File: src/rtl/unified_mem_arbiter_if.sv
// Bundle of the fetch port, the load/store port and the shared memory port.
// The arbiter takes the slave side; the core/memory environment takes the master side.
interface unified_mem_arbiter_if #(
    parameter int ADDR_W = 8
);
    logic              if_req;
    logic [ADDR_W-1:0] if_addr;
    logic              if_gnt;
    logic              if_rvalid;
    logic [31:0]       if_rdata;
    logic              if_err;

    logic              d_req;
    logic              d_we;
    logic [2:0]        d_func3;
    logic [ADDR_W-1:0] d_addr;
    logic [31:0]       d_wdata;
    logic              d_gnt;
    logic              d_rvalid;
    logic [31:0]       d_rdata;
    logic              d_err;

    logic              mem_read;
    logic              mem_write;
    logic [ADDR_W-1:0] mem_addr;
    logic [2:0]        mem_func3;
    logic [31:0]       mem_wdata;
    logic [31:0]       mem_rdata;

    modport slave (
        input  if_req, if_addr,
        output if_gnt, if_rvalid, if_rdata, if_err,
        input  d_req, d_we, d_func3, d_addr, d_wdata,
        output d_gnt, d_rvalid, d_rdata, d_err,
        output mem_read, mem_write, mem_addr, mem_func3, mem_wdata,
        input  mem_rdata
    );

    modport master (
        output if_req, if_addr,
        input  if_gnt, if_rvalid, if_rdata, if_err,
        output d_req, d_we, d_func3, d_addr, d_wdata,
        input  d_gnt, d_rvalid, d_rdata, d_err,
        input  mem_read, mem_write, mem_addr, mem_func3, mem_wdata,
        output mem_rdata
    );
endinterface

File: src/rtl/unified_mem_arbiter.sv
// Single-port data memory shared between instruction fetch and load/store.
// Data port has priority; a streak counter forces a fetch grant after STREAK_MAX data wins.
module unified_mem_arbiter #(
    parameter int ADDR_W     = 8,
    parameter int STREAK_MAX = 4
) (
    input logic                  clk,
    input logic                  rst,
    unified_mem_arbiter_if.slave bus
);
    localparam int SW = $clog2(STREAK_MAX + 1);

    typedef enum logic [1:0] {
        OWN_NONE,
        OWN_IF,
        OWN_D
    } owner_t;

    owner_t            owner_q, owner_d;
    logic [SW-1:0]     streak_q;
    logic              streak_full;
    logic              if_gnt_c, d_gnt_c;
    logic              if_err_c, d_err_c;
    logic [ADDR_W-1:0] d_addr_c;
    logic [31:0]       if_rdata_q, d_rdata_q;
    logic              if_err_q, d_err_q;

    assign d_addr_c    = bus.d_addr;
    assign streak_full = (streak_q == SW'(STREAK_MAX));

    // Grants are suppressed while reset is held so nothing reaches memory.
    assign if_gnt_c = !rst && bus.if_req && (!bus.d_req || streak_full);
    assign d_gnt_c  = !rst && bus.d_req && !if_gnt_c;

    assign if_err_c = |bus.if_addr[1:0];

    always_comb begin
        d_err_c = 1'b0;
        case (bus.d_func3)
            3'b010:         d_err_c = |d_addr_c[1:0];
            3'b001, 3'b101: d_err_c = d_addr_c[0];
            default:        d_err_c = 1'b0;
        endcase
        if (bus.d_we && !(bus.d_func3 inside {3'b000, 3'b001, 3'b010}))
            d_err_c = 1'b1;
        if (!bus.d_we && (bus.d_func3 inside {3'b011, 3'b110, 3'b111}))
            d_err_c = 1'b1;
    end

    always_comb begin
        bus.mem_read  = 1'b0;
        bus.mem_write = 1'b0;
        bus.mem_addr  = '0;
        bus.mem_func3 = 3'b000;
        bus.mem_wdata = 32'd0;
        if (if_gnt_c && !if_err_c) begin
            bus.mem_read  = 1'b1;
            bus.mem_func3 = 3'b010;
            bus.mem_addr  = bus.if_addr;
        end else if (d_gnt_c && !d_err_c) begin
            bus.mem_read  = !bus.d_we;
            bus.mem_write = bus.d_we;
            bus.mem_func3 = bus.d_func3;
            bus.mem_addr  = d_addr_c;
            bus.mem_wdata = bus.d_we ? bus.d_wdata : 32'd0;
        end
    end

    always_ff @(posedge clk or posedge rst) begin
        if (rst) owner_q <= OWN_NONE;
        else     owner_q <= owner_d;
    end

    always_comb begin
        owner_d       = OWN_NONE;
        bus.if_gnt    = if_gnt_c;
        bus.d_gnt     = d_gnt_c;
        bus.if_rvalid = (owner_q == OWN_IF);
        bus.d_rvalid  = (owner_q == OWN_D);
        if (if_gnt_c)     owner_d = OWN_IF;
        else if (d_gnt_c) owner_d = OWN_D;
    end

    always_ff @(posedge clk or posedge rst) begin
        if (rst)                       streak_q <= '0;
        else if (d_gnt_c && bus.if_req) streak_q <= streak_full ? streak_q : streak_q + 1'b1;
        else                           streak_q <= '0;
    end

    // Response payloads are captured on the grant edge and held until the next response.
    always_ff @(posedge clk or posedge rst) begin
        if (rst) begin
            if_rdata_q <= 32'd0;
            if_err_q   <= 1'b0;
            d_rdata_q  <= 32'd0;
            d_err_q    <= 1'b0;
        end else begin
            if (if_gnt_c) begin
                if_err_q   <= if_err_c;
                if_rdata_q <= if_err_c ? 32'd0 : bus.mem_rdata;
            end
            if (d_gnt_c) begin
                d_err_q <= d_err_c;
                if (d_err_c)        d_rdata_q <= 32'd0;
                else if (!bus.d_we) d_rdata_q <= bus.mem_rdata;
            end
        end
    end

    assign bus.if_rdata = if_rdata_q;
    assign bus.if_err   = if_err_q;
    assign bus.d_rdata  = d_rdata_q;
    assign bus.d_err    = d_err_q;
endmodule

File: src/flat_wrapper.sv
// flat-port wrapper written by rule: the top's interface ports become plain ports
module unified_mem_arbiter_flat 
#(
    parameter int ADDR_W     = 8,
    parameter int STREAK_MAX = 4
)
  (clk, rst, bus_if_req, bus_if_addr, bus_if_gnt, bus_if_rvalid, bus_if_rdata, bus_if_err, bus_d_req, bus_d_we, bus_d_func3, bus_d_addr, bus_d_wdata, bus_d_gnt, bus_d_rvalid, bus_d_rdata, bus_d_err, bus_mem_read, bus_mem_write, bus_mem_addr, bus_mem_func3, bus_mem_wdata, bus_mem_rdata);
  unified_mem_arbiter_if #(.ADDR_W(ADDR_W)) bus_i ();
  input logic clk;
  input logic rst;
  input wire logic [$bits(bus_i.if_req)-1:0] bus_if_req;
  input wire logic [$bits(bus_i.if_addr)-1:0] bus_if_addr;
  output wire logic [$bits(bus_i.if_gnt)-1:0] bus_if_gnt;
  output wire logic [$bits(bus_i.if_rvalid)-1:0] bus_if_rvalid;
  output wire logic [$bits(bus_i.if_rdata)-1:0] bus_if_rdata;
  output wire logic [$bits(bus_i.if_err)-1:0] bus_if_err;
  input wire logic [$bits(bus_i.d_req)-1:0] bus_d_req;
  input wire logic [$bits(bus_i.d_we)-1:0] bus_d_we;
  input wire logic [$bits(bus_i.d_func3)-1:0] bus_d_func3;
  input wire logic [$bits(bus_i.d_addr)-1:0] bus_d_addr;
  input wire logic [$bits(bus_i.d_wdata)-1:0] bus_d_wdata;
  output wire logic [$bits(bus_i.d_gnt)-1:0] bus_d_gnt;
  output wire logic [$bits(bus_i.d_rvalid)-1:0] bus_d_rvalid;
  output wire logic [$bits(bus_i.d_rdata)-1:0] bus_d_rdata;
  output wire logic [$bits(bus_i.d_err)-1:0] bus_d_err;
  output wire logic [$bits(bus_i.mem_read)-1:0] bus_mem_read;
  output wire logic [$bits(bus_i.mem_write)-1:0] bus_mem_write;
  output wire logic [$bits(bus_i.mem_addr)-1:0] bus_mem_addr;
  output wire logic [$bits(bus_i.mem_func3)-1:0] bus_mem_func3;
  output wire logic [$bits(bus_i.mem_wdata)-1:0] bus_mem_wdata;
  input wire logic [$bits(bus_i.mem_rdata)-1:0] bus_mem_rdata;
  assign bus_i.if_req = bus_if_req;
  assign bus_i.if_addr = bus_if_addr;
  assign bus_if_gnt = bus_i.if_gnt;
  assign bus_if_rvalid = bus_i.if_rvalid;
  assign bus_if_rdata = bus_i.if_rdata;
  assign bus_if_err = bus_i.if_err;
  assign bus_i.d_req = bus_d_req;
  assign bus_i.d_we = bus_d_we;
  assign bus_i.d_func3 = bus_d_func3;
  assign bus_i.d_addr = bus_d_addr;
  assign bus_i.d_wdata = bus_d_wdata;
  assign bus_d_gnt = bus_i.d_gnt;
  assign bus_d_rvalid = bus_i.d_rvalid;
  assign bus_d_rdata = bus_i.d_rdata;
  assign bus_d_err = bus_i.d_err;
  assign bus_mem_read = bus_i.mem_read;
  assign bus_mem_write = bus_i.mem_write;
  assign bus_mem_addr = bus_i.mem_addr;
  assign bus_mem_func3 = bus_i.mem_func3;
  assign bus_mem_wdata = bus_i.mem_wdata;
  assign bus_i.mem_rdata = bus_mem_rdata;
  unified_mem_arbiter #(.ADDR_W(ADDR_W), .STREAK_MAX(STREAK_MAX)) u_core (.clk(clk), .rst(rst), .bus(bus_i));
endmodule
File: config.mk
export PLATFORM = sky130hd
export DESIGN_NAME = unified_mem_arbiter_flat
export DESIGN_NICKNAME = d
export VERILOG_FILES = /design/src/rtl/unified_mem_arbiter_if.sv /design/src/rtl/unified_mem_arbiter.sv /design/src/flat_wrapper.sv
export SDC_FILE = /design/constraint.sdc
export NUM_CORES = 1
export LEC_CHECK = 0
export ABC_AREA = 1
export BUFFER_PORTS_ARGS = -buffer_cell sky130_fd_sc_hd__clkbuf_2
export CAP_MARGIN = 0
export CORE_ASPECT_RATIO = 1.25
export CORE_MARGIN = 4
export CORE_UTILIZATION = 45
export CTS_CLUSTER_DIAMETER = 60
export CTS_CLUSTER_SIZE = 10
export DETAILED_ROUTE_END_ITERATION = 6
export GPL_ROUTABILITY_DRIVEN = 0
export MAX_ROUTING_LAYER = met4
export PLACE_DENSITY = 0.88
export SYNTH_ARGS = -nofsm -noshare
export SYNTH_HDL_FRONTEND = slang
export SYNTH_SLANG_ARGS = --single-unit
File: constraint.sdc
create_clock -name clk -period 2.9 [get_ports clk]
set_input_delay 0.435 -clock clk [delete_from_list [all_inputs] [get_ports clk]]
set_output_delay 0.435 -clock clk [all_outputs]
set_load 0.02 [all_outputs]
After elaboration in Yosys (flattened, before gate mapping)
Index checks and enable logic that the tools add are counted.
Widths: inputs -> output; s select.
- add/sub/neg operators: 1
- reduce and logical (&&, ||, !) cells: 24
- eq/ne operators: 11
- mux-type cells: 21
- operators with widths (cell ; number):
    $mux 32 ; 6
    $mux 8 ; 2
    $eq 3x3->1 const B ; 4
    $mux 3 ; 4
    $logic_and 1x1->1 ; 9
    $logic_not 1->1 ; 7
    $eq 3x2->1 const B ; 2
    $mux 1 ; 6
    $reduce_bool 3->1 ; 2
    $reduce_or 2->1 ; 3
    $mux 2 ; 2
    $add 3x1->3 const B ; 1
    $eq 3x1->1 const B ; 1
    $logic_not 3->1 ; 1
    $eq 2x1->1 const B ; 1
    $eq 2x2->1 const B ; 1
    $ne 2x1->1 const B ; 1
    $ne 2x2->1 const B ; 1
    $pmux 1 s2 ; 1
    $reduce_and 2->1 ; 1
    $logic_or 1x1->1 ; 1
- word-level logic and storage cells: 63
- input port bits: 88
- bits in registers: 71
- output and inout bits: 115

Longest topological paths before layout
Gate-level depths: netlist of the first run.
- word-level depth: 10
- depth in mapped cells: 11
- mapped depth without buffers: 10

Least setup slack after synthesis of the first run
No wires, ideal clock.
- path type: reg-to-output
- from: reg u_core.streak_q[0]
- to: out bus_mem_wdata[26]
- required time: 2465 ps
- arrival: 1496 ps
- stages on the path, launching flop included: 10
- path buffers: 0
- path slack: 969 ps
- cells stage by stage: dfrtp_1 inv_1 ha_1 nand2_1 nand2_1 nand2_4 nand3_2 nor2_8 nand2_1 nor2_1
- longest elaborated chain between the ends: 8
- elaborated cells on any way between the ends: 9
- classes of those cells: eq/ne (1); mux (2); reduce/logical (6)
- ends and longest elaborated chain (item ; line ; text):
    from (decl) ; unified_mem_arbiter.sv:20 ; logic [SW-1:0] streak_q;
    from (signal assigned) ; unified_mem_arbiter.sv:86 ; else if (d_gnt_c && bus.if_req) streak_q <= streak_full ? streak_q : streak_q + 1'b1;
    $eq 3x3->1 * ; unified_mem_arbiter.sv:29 ; assign streak_full = (streak_q == SW'(STREAK_MAX));
    $logic_or 1x1->1 * ; unified_mem_arbiter.sv:32 ; assign if_gnt_c = !rst && bus.if_req && (!bus.d_req || streak_full);
    $logic_and 1x1->1 * ; unified_mem_arbiter.sv:32 ;
    $logic_not 1->1 ; unified_mem_arbiter.sv:33 ; assign d_gnt_c = !rst && bus.d_req && !if_gnt_c;
    $logic_and 1x1->1 ; unified_mem_arbiter.sv:33 ;
    $logic_and 1x1->1 ; unified_mem_arbiter.sv:60 ; end else if (d_gnt_c && !d_err_c) begin
    $mux 32 ; unified_mem_arbiter.sv:60 ;
    $mux 32 * ; unified_mem_arbiter.sv:56 ; if (if_gnt_c && !if_err_c) begin
    to (decl) ; flat_wrapper.sv:30 ; output wire logic [$bits(bus_i.mem_wdata)-1:0] bus_mem_wdata;
Mark *: on every way between the ends. The rest lies on a longest branch, timed or not.

Final worst setup path of the first run
- from: in rst
- to: out bus_mem_wdata[1]
- longest elaborated chain between the ends: 8
- elaborated cells on any way between the ends: 10
- classes of those cells: mux (2); reduce/logical (8)
- ends and longest elaborated chain (item ; line ; text):
    from (decl) ; flat_wrapper.sv:10 ; input logic rst;
    $logic_not 1->1 * ; unified_mem_arbiter.sv:32, unified_mem_arbiter.sv:33 ;
    $logic_and 1x1->1 (2 in series) ; unified_mem_arbiter.sv:32 ;
    $logic_not 1->1 ; unified_mem_arbiter.sv:33 ;
    $logic_and 1x1->1 ; unified_mem_arbiter.sv:33 ;
    $logic_and 1x1->1 ; unified_mem_arbiter.sv:60 ;
    $mux 32 ; unified_mem_arbiter.sv:60 ;
    $mux 32 * ; unified_mem_arbiter.sv:56 ;
Marks and branches as above.

==> results of run 1 <==
==> final timing paths <==
check                                         from  slack, ps                       to  depth (start not counted)
worst max-delay path                           rst        200         bus_mem_wdata[1]                          9
worst min-delay path             bus_mem_rdata[11]        310  u_core.bus.if_rdata[11]                          3
worst max register to register  u_core.streak_q[0]        570    u_core.bus.d_rdata[7]                         11
worst min register to register  u_core.streak_q[0]        470       u_core.streak_q[0]                          1
max in group asynchronous                      rst       1360       u_core.streak_q[1]                          4
min in group asynchronous                      rst        510         u_core.bus.d_err                          3
==> state kept, by name (all words and copies together) (netlist names) <==
signal,cells
u_core.bus.d_rdata,32
u_core.bus.if_rdata,32
u_core.streak_q,3
u_core.owner_q,2
u_core.bus.d_err,1
u_core.bus.if_err,1
==> worst max-delay path, delay by kind of cell <==
family	cells	cell delay, ps
simple gates	5	610
buf+inv	4	1200
==> where the power goes <==
group          switching, uW  leakage [uW]  total (uW)  internal, uW
clock network            375     0.0000854         685           309
logic                    421       0.00186         627           206
registers               67.6      0.000944        1170          1100
==> cell type report <==
| cell class | count | area [um^2] | area share [%] |
|---|---|---|---|
| well taps | 95 | 119 | 2.48 |
| inverters | 20 | 82.6 | 1.72 |
| repair buffers | 213 | 1100 | 22.8 |
| multi-input cells | 318 | 1560 | 32.4 |
| clock buffers | 9 | 124 | 2.58 |
| flip-flops and latches | 71 | 1780 | 37.0 |
| clock inverters | 7 | 47.5 | 0.990 |
==> logic make-up (layout without fill, tap and decap cells) <==
logic type	count (synthesis)	after routing	share of synthesized area, %
and+or+nand+nor	315	315	42.1
DFF	71	71	49.4
buffers and inverters	44	249	7.58
xor gates and xnor gates	1	1	0.243
adders and majority gates	2	2	0.695
==> through the flow <==
step                      instances  power (uW)
final                           733        2480
after global routing            733        2620
after CTS                       731        2510
after detailed placement        714        1820
after global placement          714        1800
after floorplan                 433        1570
==> metal layers <==
metal	GRT usage, %	wire length (um)
met5	-	0
met4	9.10	195
met3	3.96	766
met2	37.9	5270
met1	25.7	3870
==> synth_stat cells, drive strengths merged <==
master / count / share of area [%]
xnor2: 1 / 0.24
buf: 18 / 4.7
nor3: 1 / 0.28
dfrtp: 71 / 49
ha: 2 / 0.70
nor2: 51 / 12
nand3: 37 / 5.4
inv: 20 / 2.2
clkbuf: 6 / 0.63
nand2: 225 / 24
nand4: 1 / 0.35
==> cells in the final DEF, fill, tap and decap left out <==
cell type      netlist  routed
inv_8                0       1
xnor2_1              1       1
nand3_2              2       2
dfrtp_1             71      71
clkbuf_2             0     202
clkinv_4             0       1
buf_4                4      10
inv_6                1       1
nor3_4               0       1
dlygate4sd3_1        0       1
nor2_8               1       1
nor2_2               1       1
nand3_1             35      35
nor2_1              18      18
nor2_4              31      31
ha_1                 2       2
nand2_1            223     223
inv_2                3       4
clkinvlp_4           0       2
nand4_2              1       1
clkinv_2             0       3
nand2_2              1       1
clkbuf_8             0       9
nand2_4              1       1
inv_1               16      15
==> what timing repair did <==
action,CTS,global route
setup endpoints to repair,0,41
hold endpoints to repair,1,0
hold buffers,1,0
buffers inserted,0,2
gates resized for setup,0,1
==> results.sh, run 1 <==
export IMPL_clk_latency_ps=340
export IMPL_synth_cell_types=22
export IMPL_cpPeakStageDelay_ps=540
export IMPL_critPathMaxFanout=35
export IMPL_arrival_ps=2260
export IMPL_htreeDepth=3
export IMPL_viasPerCell=4.79
export IMPL_dp_hpwl_mm=7.94
export IMPL_grt_pass1_wl_mm=16.0
export IMPL_fp_dieW_um=88.0
export IMPL_crit_path_start_kind="input port"
export IMPL_syn_area_mm2=0.00360
export IMPL_grt_usage_pct=22.2
export IMPL_portBuffers=202
export IMPL_synthToLayoutAreaGrowth_pct=33.4
export IMPL_rsz0062_at_grt="no"
export IMPL_grt_overflow=0
export IMPL_finalHoldViolations=0
export IMPL_n_antenna_cell=0
export IMPL_fin_area_mm2=0.00480
export IMPL_n_fill_cell=676
export IMPL_dieHeight_um=108
export IMPL_coreArea_mm2=0.00779
export IMPL_cts_buffer_depth=2
export IMPL_finalHoldWorstSlack_ps=307
export IMPL_initial_core_util_pct=46.2
export IMPL_slew_headroom_pct=41.7
export IMPL_die_area_mm2=0.00950
export IMPL_clock_skew_ps=11.9
export IMPL_yosysWarnings=0
export IMPL_rows=36
export IMPL_drive_above_1_share_pct=42.6
export IMPL_finalCriticalPeriod_ps=2700
export IMPL_path_class="input port to primary output"
export IMPL_setup_viol=0
export IMPL_antenna_found_initial=0
export IMPL_hold_path_class="input port to register"
export IMPL_tritoncts="yes"
export IMPL_wirelength_mm=10.1
export IMPL_vias=3514
export IMPL_cp_required_ps=2470
export IMPL_syn_area_per_cell_um2=8.31
export IMPL_grt_max_degree=71
export IMPL_post_route_period_util_pct=93.1
export IMPL_path_clk_slew_ps=80
export IMPL_ant_nets=0
export IMPL_fmax_mhz=371
export IMPL_slew_viol_final=0
export IMPL_slowest_stage="dlygate4sd3_1"
export IMPL_leakagePower_uw=0.00289
export IMPL_power_density_mw_per_mm2=517
export IMPL_syn_num_nets=523
export IMPL_drc_errors=0
export IMPL_dpl_instance_area_mm2=0.00460
export IMPL_worst_pin_slew_ps=875
export IMPL_cts_buffers=9
export IMPL_nNetsFinal=723
export IMPL_tns_ps=0
export IMPL_synthCells=433
export IMPL_post_route_util_pct=61.6
export IMPL_worstPathCellList="dlygate4sd3_1 > clkbuf_2 > nor2_2 > nand2_4 > nand3_2 > nor2_8 > inv_8 > nor2_1 > clkbuf_2"
export IMPL_clock_sinks=71
export IMPL_ys_seq_area_share_pct=49.4
export IMPL_grt_pass1_vias=3489
export IMPL_status="completed"
export IMPL_cap_viol_max_count=0
export IMPL_vdd_ir_drop_max_v=0.000373
export IMPL_top_level_ports=203
export IMPL_dr_first_iter_drc_count=170
export IMPL_cpMostUsedCell="clkbuf_2"
export IMPL_wl_per_cell_um=13.8
export IMPL_cts_root_buf="clkbuf_8"
export IMPL_ys_ff_latch=71
export IMPL_pre_cts_ws_ps=473
export IMPL_fin_ws_ps=201
export IMPL_cp_end_kind="primary output"
export IMPL_drt_first_pass_iters=7
(Power assumes the default switching activity.)
==> run 2, diff against run 1 <==
ABC_AREA = not set   (was 1)
CORE_UTILIZATION = 42   (was 45)
PLACE_DENSITY = 0.87   (was 0.88)
==> results.sh, run 2 <==
export IMPL_status="completed"
export IMPL_final_common_cell="clkbuf_2"
export IMPL_path_class="register to primary output"
export IMPL_synthToLayoutAreaGrowth_pct=42.6
export IMPL_synth_edff_count=0
export IMPL_ys_flop_type="dfrtp_1"
export IMPL_rrSetupSlack_ps=620
export IMPL_dieHeight_um=104
export IMPL_nNetsFinal=594
export IMPL_drc_errors=0
export IMPL_leakagePower_uw=0.00265
export IMPL_timing_rr_start="u_core.streak_q[0]"
export IMPL_cts_root_buf="clkbuf_8"
export IMPL_n_antenna_cell=0
export IMPL_switchingPower_uw=707
export IMPL_die_area_mm2=0.00890
export IMPL_slowest_stage="or3b_2"
export IMPL_ys_seq_area_share_pct=56.8
export IMPL_use_met2_pct=42.3
export IMPL_grt_max_degree=39
export IMPL_finalCriticalPeriod_ps=2670
export IMPL_tritoncts="yes"
export IMPL_clk_latency_ps=340
export IMPL_internal_power_uw=1750
export IMPL_rows=34
export IMPL_grt_pass1_vias=3119
export IMPL_layout_common_cells="clkbuf_2 (202), nand2_1 (71), dfrtp_1 (71)"
export IMPL_vdd_ir_drop_max_v=0.000351
export IMPL_cp_end_kind="primary output"
export IMPL_grt_pass1_wl_mm=16.2
export IMPL_yosysWarnings=0
export IMPL_wirelength_mm=10.2
export IMPL_ant_nets=0
export IMPL_cts_buffer_depth=2
export IMPL_cpPeakStageDelay_ps=490
export IMPL_crit_buf_inv=2
export IMPL_hold_buffers=0
export IMPL_path_delay_family="simple AND/OR/NAND/NOR gates"
export IMPL_pwr_share_seq_pct=45.7
export IMPL_top_level_ports=203
export IMPL_clock_sinks=71
export IMPL_crit_path_start_kind="register"
export IMPL_critPathMaxFanout=9
export IMPL_yosys_top_cells_area="dfrtp_1 (57%), a22o_2 (9.6%), nand2_1 (8.5%)"
export IMPL_dp_hpwl_mm=7.91
export IMPL_htreeDepth=3
export IMPL_antenna_found_initial=0
export IMPL_fin_ws_ps=231
export IMPL_arrival_ps=2230
export IMPL_worst_pin_slew_ps=760
export IMPL_cts_buffers=9
export IMPL_wl_per_cell_um=17.1
export IMPL_dp_cells=583
export IMPL_drt_first_pass_iters=5
export IMPL_path_clk_slew_ps=80
export IMPL_fin_area_mm2=0.00446
export IMPL_syn_num_nets=393
export IMPL_fin_cells=598
export IMPL_portBuffers=202
export IMPL_clkPwrFrac_pct=35.6
export IMPL_finalHoldViolations=0
export IMPL_met1_usage_pct=26.0
export IMPL_synthCells=303
export IMPL_cap_viol_max_count=0
export IMPL_post_route_period_util_pct=92.0
export IMPL_reg2reg_to="u_core.bus.if_rdata[20]"
export IMPL_syn_area_per_cell_um2=10.3
export IMPL_top_usage_layer="met2"
export IMPL_viasPerCell=5.13
export IMPL_fp_dieW_um=85.2
export IMPL_synth_top_area_cell="dfrtp_1"
export IMPL_drive_above_1_share_pct=52.2
export IMPL_yosys_top_cells_count="dfrtp_1 (71), nand2_1 (71), and2_1 (35)"
export IMPL_power_density_mw_per_mm2=550
export IMPL_grt_util_met3_pct=4.36
export IMPL_worstPathCellList="inv_1 > ha_1 > a21boi_0 > or3b_2 > nor3_4 > a22o_1 > clkbuf_2"
export IMPL_synth_cell_types=28
export IMPL_vias=3070
export IMPL_grt_overflow=0
export IMPL_r2r_cells=9
export IMPL_fmax_mhz=375
export IMPL_syn_area_mm2=0.00313
export IMPL_hold_path_class="input port to async pin"
export IMPL_pre_cts_ws_ps=425
export IMPL_dr_first_iter_drc_count=148
export IMPL_rsz0062_at_grt="no"
export IMPL_slew_viol_final=0
export IMPL_sw_frac_of_total_pct=28.8
export IMPL_dpl_instance_area_mm2=0.00424
export IMPL_finalHoldWorstSlack_ps=247
export IMPL_tns_ps=0
export IMPL_setup_viol=0
export IMPL_clock_skew_ps=12.5
export IMPL_slew_headroom_pct=49.3
export IMPL_combPwrFrac_pct=18.8
export IMPL_ys_async_sr_fraction_pct=100
export IMPL_coreArea_mm2=0.00710
export IMPL_ys_ff_latch=71
export IMPL_initial_core_util_pct=44.0
export IMPL_grt_usage_pct=23.7
export IMPL_yosysTopAreaCellShare_pct=56.8
export IMPL_cp_required_ps=2470
==> run 2: cell count changes in the layout (fill, tap and decap cells not counted), moves of 3 or more <==
cell	delta
inv_2	-3
and2_1	+35
nor2b_1	+3
nand2_1	-152
buf_4	-3
nor2_1	-11
inv_1	-11
a22o_1	+8
a22o_2	+30
nor2_4	-31
==> run 2: logic make-up after synthesis <==
| family | synth area share, % |
|---|---|
| xor gates and xnor gates | 0.280 |
| DFF | 56.8 |
| and+or+nand+nor | 24.5 |
| buffers and inverters | 3.88 |
| AOI/OAI and AO/OA | 13.8 |
| adders and majority gates | 0.800 |
==> run 2: routing by layer <==
| layer | routed length (um) | vias up | share of wire [%] |
|---|---|---|---|
| li1 | - | 1425 | - |
| met1 | 3780 | 1453 | 37 |
| met2 | 5480 | 175 | 54 |
| met3 | 763 | 17 | 7.5 |
| met4 | 204 | 0 | 2.0 |
| met5 | 0 | - | 0 |
==> run 2: what timing repair did <==
item	in CTS	in global routing
setup endpoints to repair	0	7
buffers inserted	0	0
resized for setup	0	1
==> run 2: power by group through the flow <==
stage	Clock [uW]	Sequential (uW)	Combinational, uW
floorplan	0	1230	151
global placement	0	1140	452
detailed placement	0	1140	465
CTS	888	1120	466
global route	939	1130	497
finish	873	1120	461
==> run 2: worst max-delay path by stage <==
stage / slack (ps) / endpoint / depth (start not counted) / from
5_1_grt: 100 / bus_mem_addr[4] / 7 / u_core.streak_q[0]
4_1_cts: 40 / bus_mem_addr[4] / 7 / u_core.streak_q[0]
2_1_floorplan: 600 / bus_mem_addr[2] / 7 / u_core.streak_q[0]
6_report: 230 / bus_mem_addr[4] / 7 / u_core.streak_q[0]
3_5_place_dp: 430 / bus_mem_addr[4] / 7 / u_core.streak_q[0]
3_3_place_gp: 460 / bus_mem_addr[7] / 7 / u_core.streak_q[0]
==> run 2: final cells by class <==
| cell class | count | area [um^2] |
|---|---|---|
| fill | 596 | 2640 |
| sequential | 71 | 1780 |
| multi-input combinational | 206 | 1250 |
| timing repair buffer | 210 | 1080 |
| clock buffer | 10 | 138 |
| tap | 90 | 113 |
| clock inverter | 5 | 81.3 |
| inverter | 6 | 22.5 |
==> run 2: metrics by stage <==
step / utilization [%] / total power [uW]
finish: 62.8 / 2460
global route: 62.8 / 2570
CTS: 62.7 / 2470
detailed placement: 59.6 / 1600
global placement: 59.6 / 1590
floorplan: - / 1380
==> run 2: worst register-to-register path: cells and delay by family (launching register included) <==
| kind | cells | cell delay, ps |
|---|---|---|
| flops | 1 | 400 |
| compound gates | 1 | 80 |
| simple gates | 3 | 720 |
| buf+inv | 4 | 870 |
| fa+ha+maj | 1 | 160 |
